<file path="src/rtl/imem_pkg.sv">
// Shared definitions for the instruction-memory responder and the fetch stage.
package imem_pkg;

    typedef enum logic [1:0] {
        IDLE = 2'd0,
        BUSY = 2'd1,
        RESP = 2'd2
    } imem_state_t;

    // The fetch stage's reset PC points at IMEM_BASE_ADDR, so keep these in sync.
    localparam logic [15:0] IMEM_BASE_ADDR = 16'h3000;
    localparam int          IMEM_DEPTH     = 256;
    localparam int          MAX_WAIT       = 15;
    localparam int          CNT_W          = 4;

endpackage

</file>
<file path="src/rtl/imem_array.sv">
// Word storage: one synchronous preload write port, one synchronous read port
// whose register returns the pre-write contents when both hit the same word.
module imem_array #(
    parameter int DATA_W = 16,
    parameter int DEPTH  = 256,
    parameter int IDX_W  = 8
) (
    input  logic              clock,
    input  logic              reset,
    input  logic              wr_en,
    input  logic [IDX_W-1:0]  wr_idx,
    input  logic [DATA_W-1:0] wr_data,
    input  logic              rd_en,
    input  logic              rd_hit,
    input  logic [IDX_W-1:0]  rd_idx,
    output logic [DATA_W-1:0] rd_data
);

    logic [DATA_W-1:0] mem_r [DEPTH];
    logic [DATA_W-1:0] rd_data_r;

    // Preload write port; storage is deliberately left untouched by reset.
    always_ff @(posedge clock) begin
        if (wr_en) begin
            mem_r[wr_idx] <= wr_data;
        end
    end

    // Read register: a miss (out-of-range request) returns zero and holds until the next read.
    always_ff @(posedge clock or negedge reset) begin
        if (!reset) begin
            rd_data_r <= {DATA_W{1'b0}};
        end else if (rd_en) begin
            rd_data_r <= rd_hit ? mem_r[rd_idx] : {DATA_W{1'b0}};
        end
    end

    assign rd_data = rd_data_r;

endmodule

</file>
<file path="src/rtl/instr_mem_responder.sv">
// Responder side of the fetch/instruction-memory handshake: accepts a PC,
// waits WAIT_STATES cycles, then pulses complete with the word (or an address error).
module instr_mem_responder
    import imem_pkg::*;
#(
    parameter int                ADDR_W      = 16,
    parameter int                DATA_W      = 16,
    parameter int                DEPTH       = IMEM_DEPTH,
    parameter logic [ADDR_W-1:0] BASE_ADDR   = ADDR_W'(IMEM_BASE_ADDR),
    parameter int                WAIT_STATES = 2
) (
    input  logic              clock,
    input  logic              reset,
    input  logic [ADDR_W-1:0] pc,
    input  logic              instrmem_rd,
    input  logic              load_en,
    input  logic [ADDR_W-1:0] load_addr,
    input  logic [DATA_W-1:0] load_data,
    output logic [DATA_W-1:0] dout,
    output logic              complete,
    output logic              addr_err
);

    localparam int                IDX_W     = (DEPTH > 1) ? $clog2(DEPTH) : 1;
    localparam int                AW1       = ADDR_W + 1;
    localparam logic [AW1-1:0]    DEPTH_EXT = AW1'(DEPTH);
    localparam logic [CNT_W-1:0]  WAIT_INIT = CNT_W'(WAIT_STATES);

    // Offset from BASE_ADDR wraps modulo 2^ADDR_W, so the lower bound is checked separately.
    function automatic logic addr_in_range(input logic [ADDR_W-1:0] addr);
        logic [ADDR_W-1:0] off;
        off = addr - BASE_ADDR;
        return (addr >= BASE_ADDR) && ({1'b0, off} < DEPTH_EXT);
    endfunction

    function automatic logic [IDX_W-1:0] addr_to_idx(input logic [ADDR_W-1:0] addr);
        logic [ADDR_W-1:0] off;
        off = addr - BASE_ADDR;
        return off[IDX_W-1:0];
    endfunction

    imem_state_t       state_r, state_nx_s;
    logic [CNT_W-1:0]  cnt_r, cnt_nx_s;
    logic [ADDR_W-1:0] req_addr_r, req_addr_nx_s;
    logic              complete_r, complete_nx_s;
    logic              addr_err_r, addr_err_nx_s;
    logic              req_s;
    logic              req_hit_s;
    logic              rd_en_s;
    logic              we_s;
    logic [DATA_W-1:0] rd_data_s;

    // Fetch floats the strobe when idle; a z must never look like a request.
    assign req_s     = (instrmem_rd === 1'b1);
    assign req_hit_s = addr_in_range(req_addr_r);
    assign we_s      = load_en && addr_in_range(load_addr);

    // Next-state, wait counter and response flag logic.
    always_comb begin
        state_nx_s    = state_r;
        cnt_nx_s      = cnt_r;
        req_addr_nx_s = req_addr_r;
        complete_nx_s = complete_r;
        addr_err_nx_s = addr_err_r;
        rd_en_s       = 1'b0;
        case (state_r)
            IDLE: begin
                if (req_s) begin
                    state_nx_s    = BUSY;
                    req_addr_nx_s = pc;
                    cnt_nx_s      = WAIT_INIT;
                end else begin
                    state_nx_s    = IDLE;
                end
            end
            BUSY: begin
                if (cnt_r != 4'd0) begin
                    cnt_nx_s      = cnt_r - 4'd1;
                end else begin
                    rd_en_s       = 1'b1;
                    complete_nx_s = 1'b1;
                    addr_err_nx_s = !req_hit_s;
                    state_nx_s    = RESP;
                end
            end
            RESP: begin
                complete_nx_s = 1'b0;
                addr_err_nx_s = 1'b0;
                if (req_s) begin
                    state_nx_s    = BUSY;
                    req_addr_nx_s = pc;
                    cnt_nx_s      = WAIT_INIT;
                end else begin
                    state_nx_s    = IDLE;
                end
            end
            default: begin
                state_nx_s    = IDLE;
                cnt_nx_s      = 4'd0;
                complete_nx_s = 1'b0;
                addr_err_nx_s = 1'b0;
            end
        endcase
    end

    // State and control registers; an asserted reset drops any pending request.
    always_ff @(posedge clock or negedge reset) begin
        if (!reset) begin
            state_r    <= IDLE;
            cnt_r      <= 4'd0;
            req_addr_r <= {ADDR_W{1'b0}};
            complete_r <= 1'b0;
            addr_err_r <= 1'b0;
        end else begin
            state_r    <= state_nx_s;
            cnt_r      <= cnt_nx_s;
            req_addr_r <= req_addr_nx_s;
            complete_r <= complete_nx_s;
            addr_err_r <= addr_err_nx_s;
        end
    end

    imem_array #(
        .DATA_W (DATA_W),
        .DEPTH  (DEPTH),
        .IDX_W  (IDX_W)
    ) u_array (
        .clock   (clock),
        .reset   (reset),
        .wr_en   (we_s),
        .wr_idx  (addr_to_idx(load_addr)),
        .wr_data (load_data),
        .rd_en   (rd_en_s),
        .rd_hit  (req_hit_s),
        .rd_idx  (addr_to_idx(req_addr_r)),
        .rd_data (rd_data_s)
    );

    assign dout     = rd_data_s;
    assign complete = complete_r;
    assign addr_err = addr_err_r;

endmodule

</file>
<file path="config.mk">
export PLATFORM = sky130hd
export DESIGN_NAME = instr_mem_responder
export DESIGN_NICKNAME = d
export VERILOG_FILES = /design/src/rtl/imem_pkg.sv /design/src/rtl/imem_array.sv /design/src/rtl/instr_mem_responder.sv
export SDC_FILE = /design/constraint.sdc
export NUM_CORES = 2
export LEC_CHECK = 0
export ABC_CLOCK_PERIOD_IN_PS = 5500
export CAP_MARGIN = 30
export CORE_UTILIZATION = 60
export CTS_BUF_LIST = sky130_fd_sc_hd__clkbuf_4 sky130_fd_sc_hd__clkbuf_8
export CTS_CLUSTER_DIAMETER = 50
export CTS_CLUSTER_SIZE = 30
export DETAILED_ROUTE_END_ITERATION = 8
export DONT_BUFFER_PORTS = 1
export PLACE_DENSITY = 0.76
export SETUP_SLACK_MARGIN = 0.02
export SYNTH_ARGS = -nofsm -noshare
export SYNTH_HDL_FRONTEND = slang
export SYNTH_HIERARCHICAL = 1
export SYNTH_SLANG_ARGS = --single-unit
</file>
<file path="constraint.sdc">
create_clock -name clock -period 5.5 [get_ports clock]
set_input_delay 1.1 -clock clock [delete_from_list [all_inputs] [get_ports clock]]
set_output_delay 1.1 -clock clock [all_outputs]
set_load 0.03 [all_outputs]
</file>
# Yosys cells after proc, flatten, opt, wreduce, memory -nomap -nowiden
# Memories as Yosys holds them, arrays and structs flattened.
# Index checks and enable logic that the tools add are counted.
# classes
n_reduce_logical,10
eq_ne,6
bitwise,1
addsub,3
order_cmp,4
n_mux,15
# ops
op,n
">= comparator 16 x 14 -> 1 bit, second input constant",2
"< comparator 16 x 9 -> 1 bit, second input constant",2
"subtractor 16 x 14 -> 16 bit, second input constant",2
two-way mux 16 bit,1
two-way mux 4 bit,2
case mux 4 bit (2 select lines),1
two-way mux 1 bit,7
AND reduction 2 bit,3
"!= test 2 bit, second input constant",2
case mux 1 bit (2 select lines),2
case mux 2 bit (2 select lines),1
nonzero test 4 bit,1
"subtractor 4 x 1 -> 4 bit, second input constant",1
logical AND 1 bit,3
"equality test 2 x 1 -> 1 bit, second input constant",1
"equality test 2 bit, second input constant",1
logical NOT 2 bit,1
two-way mux 2 bit,1
"!= test 2 x 1 -> 1 bit, second input constant",1
OR reduction 2 bit,1
"=== test 1 bit, second input constant",1
logical NOT 1 bit,1
NOT 1 bit,1
# word_totals
wordCells,46
ramBits,4096
memories,1
output_inout_bits,18
reg_bits,40
in_bits,52
# mem_list
name,depth,width,rd,rd_clocked_by_memory_dff,wr,line_no,text
u_array.mem_r,256,16,1,0,1,imem_array.sv:19,logic [DATA_W-1:0] mem_r [DEPTH];

# Logic depth before layout (Yosys ltp)
# logic_depth
depth_word,6
ltp_mapped,13

# Cells and area by module
# Netlist, hierarchy kept.
# by_module_without_submodules
module,seq_area_each_um2,cells_per_inst,area_each_um2,instances
imem_array,123398.3,7360,159270.3,1
instr_mem_responder,600.6,83,1062.3,1

# Least setup slack after synthesis
# OpenSTA, ideal clock, no wires.
# synth_path
path_type,input to register
from,input port load_addr[14]
to,"memory u_array.mem_r[234][0], enable pin"
setup_time_ns,0.388
path_buffers,3
arrival_time_ns,3.294
setup_slack_ns,1.817
stages,8
cell_sequence,nor4_1 nand3b_1 nor3_1 clkbuf_1 buf_1 nand3_1 clkbuf_1 nor2_1
# synth_via
elab_chain_len,6
elab_cells_between_ends,7
classes_between,add/sub (1); order compare (2); mux (2); reduce/logical (2)
# synth_rtl
element,line_no,text
"start, declared",instr_mem_responder.sv:17,"input logic [ADDR_W-1:0] load_addr,"
subtractor 16 x 14 -> 16 bit,n/a,
< comparator 16 x 9 -> 1 bit,instr_mem_responder.sv:33,"return (addr >= BASE_ADDR) && ({1'b0, off} < DEPTH_EXT);"
logical AND 1 bit *,instr_mem_responder.sv:33,
logical AND 1 bit *,instr_mem_responder.sv:56,assign we_s = load_en && addr_in_range(load_addr);
net we_s,instr_mem_responder.sv:50,logic we_s;
two-way mux 1 bit *,imem_array.sv:24,if (wr_en) begin
two-way mux 1 bit (implied by the code) *,imem_array.sv:25,mem_r[wr_idx] <= wr_data;
"end, declared",imem_array.sv:19,
# Mark *: on every way through the listed nets, which the timed path passes. The rest lies on a longest branch.

# Worst setup path after layout
# layout_path
from,register req_addr_r[0]
to,"register u_array.rd_data_r[2], in the netlist u_array/rd_data[2]"
# layout_via
elab_chain_len,4
elab_cells_between_ends,6
classes_between,add/sub (1); order compare (2); mux (1); reduce/logical (1); memory (1)
# layout_rtl
element,line_no,text
"start, declared",instr_mem_responder.sv:44,"logic [ADDR_W-1:0] req_addr_r, req_addr_nx_s;"
"start signal, assigned",instr_mem_responder.sv:111,req_addr_r <= {ADDR_W{1'b0}};
"start signal, assigned",instr_mem_responder.sv:117,req_addr_r <= req_addr_nx_s;
branches (longest 3 deep; another with subtractor 16 x 14 -> 16 bit),n/a,
two-way mux 16 bit *,imem_array.sv:34,rd_data_r <= rd_hit ? mem_r[rd_idx] : {DATA_W{1'b0}};
"end signal, assigned",imem_array.sv:32,rd_data_r <= {DATA_W{1'b0}};
"end signal, assigned",imem_array.sv:34,
"end, declared",imem_array.sv:20,logic [DATA_W-1:0] rd_data_r;
# Mark *: on every way between the ends.
# A chain may end at the register's enable or synchronous reset.

==> flow_summary.yaml <==
route:
  post_drt_wl_per_cell_um: 35.7
  via_per_inst: 7.00
  vias: 81500
  drt.antenna.violating_nets: 0
  drtIter0Drc: 12200
  dr.pass1.iters: 6
  drc: 0
  drt-total-wl_um: 416000
clock_network:
  cts_tree: "yes"
  clock_sinks: 4136
  cts_root_buffer: "clkbuf_8"
  max-clock-path-buffers: 4
  ctsResizeCount: 0
  cts_hold_buf: 2
  cts_buffers: 350
  cts_setup_buffers: 0
  clk_pin_slew_worst_paths_ps: 120
  clock_latency_ps: 1120
  cts_max_level: 5
critical_path:
  regToRegStartpoint: "req_addr_r[0]"
  required_ps: 6480
  crit_path_start: "req_addr_r[0]"
  path_max_fanout: 43
  path_class: "flop to flop"
  rrSetupSlack_ps: 850
  crit_chain: "buf_4 -> buf_12 -> nand2b_1 -> o221ai_1 -> o21ai_0 -> o21ai_0 -> nor4_1 -> a31oi_1 -> a41o_1"
  r2r_cells: 9
  end_kind: "flop"
  r2r_end: "u_array/rd_data[2]"
  crit_top_cell: "o21ai_0"
  crit_end: "u_array/rd_data[2]"
  worstPathArrival_ps: 5630
  critPathSlowestCell: "dfrtp_4"
  cpPeakStageDelay_ps: 1110
  crit_path_start_kind: "flop"
hold_path:
  worstHoldPathType: "input pin to flop"
  hold_start: "pc[7]"
timing:
  min_period_ps: 4650
  fin_tns_setup_ps: 0
  relSlewSlack_pct: 5.68
  fmax_mhz: 215
  worst_slack_ps: 854
  rsz0062_at_grt: "false"
  maxSlewViolCount: 0
  tightest_slew_ps: 1410
  period_share_pct: 84.5
  finalHoldViolCount: 0
  finalHoldWorstSlack_ps: 149
  fin_skew_ps: 137
  setup_viol: 0
yosys:
  synth_area_leader_cell: "edfxtp_1"
  yosys_warnings: 6
  synth_edf_count: 4096
  synthMostInstantiatedCell: "edfxtp_1"
  synthAdderAreaFrac_pct: 0.0156
  yosys.area_share.simple_pct: 1.92
  synth_top_area_share_pct: 76.7
  synth-xor-area-share_pct: 0
  ys_top_cells_by_count: "edfxtp_1 (4096), mux4_2 (815), mux2i_1 (568)"
  yosysUniqueCellTypes: 76
  muxShareOfSynthArea_pct: 15.4
  synth_top_family_by_area: "multiplexers"
  syn_inst: 7443
  synth_nets: 7497
  ys_seq_area_share_pct: 77.3
  synthFlopType: "edfxtp_1"
  synthArstFlopShare_pct: 0.967
  synth.area.top_cells: "edfxtp_1 (77%), mux4_2 (11%), mux2i_1 (3.5%)"
  ys_ff_latch: 4136
  synth_compound_area_share_pct: 3.38
  avgSynthCellArea_sq_um: 21.5
  synth_area_sq_mm: 0.160
layout:
  fin_nets: 7867
  finalNonFillerCells: 11700
  design_area_sq_mm: 0.174
  area_delta_synth_final_pct: 8.55
  drive_above_1_share_pct: 24.6
placed_design:
  hpwl_um: 243000
  dpl_cell_area_sq_mm: 0.166
  gp_congestion: 0.903
  dp_cells: 11000
  dp_slack_ps: 1010
  io_buffers: 0
floorplanning:
  die-area_sq_mm: 0.269
  die_h_um: 519
  start_util_pct: 60.4
  ios: 70
  die_w_um: 519
  row_count: 189
  coreArea_sq_mm: 0.265
global_route:
  antenna_found_initial: 28
  grt_pass1_vias: 79400
  grt_overflow: 0
  grt_pass1_wl_um: 587000
  grt_max_degree: 257
  grtUsageTotal_pct: 30.9
pwr:
  p_leak_nw: 54.6
  ir_drop_v: 0.000476
  p_per_area_mw_per_mm2: 456
outcome:
  status: "finished clean"
job:
  maxCapViolations: 0
worst min-delay path by stage:
stage	end	depth (start not counted)
floorplan	complete	1
global placement	complete	1
detailed placement	req_addr_r[12]	1
CTS	u_array/mem_r[251][10]	0
global route	u_array/mem_r[252][10]	0
finish	req_addr_r[7]	1
placed cells by master, fill, tap and decap left out, drive strengths merged, types with 74 or more instances in the layout:
master,n
a21oi,157
mux4,826
mux2i,568
o221ai,204
inv,145
edfxtp,4096
clkinv,96
o22ai,143
o21ai,74
clkbuf,373
buf,467
nor2,308
nand2,96
cells by family (layout without fill, tap and decap cells):
| kind of cell | count (synthesis) | count (layout) |
|---|---|---|
| flops | 4136 | 4136 |
| other cells | 0 | 18 |
| simple gates | 657 | 657 |
| mux | 1420 | 1420 |
| compound gates | 769 | 769 |
| fa+ha+maj | 2 | 2 |
| buf+inv | 459 | 1120 |
metal layers:
| layer | vias up | part of all wire, % | global-route usage (%) |
|---|---|---|---|
| met3 | 998 | 13 | 7.34 |
| met1 | 42500 | 35 | 42.2 |
| li1 | 32200 | - | - |
| met2 | 5807 | 47 | 47.2 |
| met5 | - | 0.051 | 0 |
| met4 | 34 | 5.8 | 15.6 |
stage by stage:
stage	total power, mW	util [%]
floorplan	52.1	-
global placement	59.5	62.4
detailed placement	59.8	62.4
CTS	79.0	65.6
global route	81.1	65.6
finish	79.3	65.6
critical path, delay by kind of cell, from the launching register on:
family	cells	cell delay (ps)
AO/OA/AOI/OAI	5	1540
AND/OR/NAND/NOR	2	1140
flip-flops	1	1110
buffers and inverters	2	670
sequential cells by signal, summed over array words and instances, names as in the netlist:
register	count
cnt_r	4
complete	1
state_r	2
u_array/mem_r	4096
u_array/rd_data	16
addr_err	1
req_addr_r	16
final cells by class:
type | count | area (sq um)
repair buffers | 469 | 4020
well taps | 3533 | 4420
flip-flops and latches | 4136 | 124000
diodes | 18 | 45.0
multi-input cells | 2848 | 33300
clock buffers | 373 | 5040
inverters | 8 | 40.0
fillers | 16500 | 91300
clock inverters | 270 | 3200
power by group:
group          internal (mW)  switching, mW
clock network           7.77           11.8
logic                   9.67           14.7
registers               34.7          0.632
total                   52.1           27.2
Power figures use the tool's default switching activity.
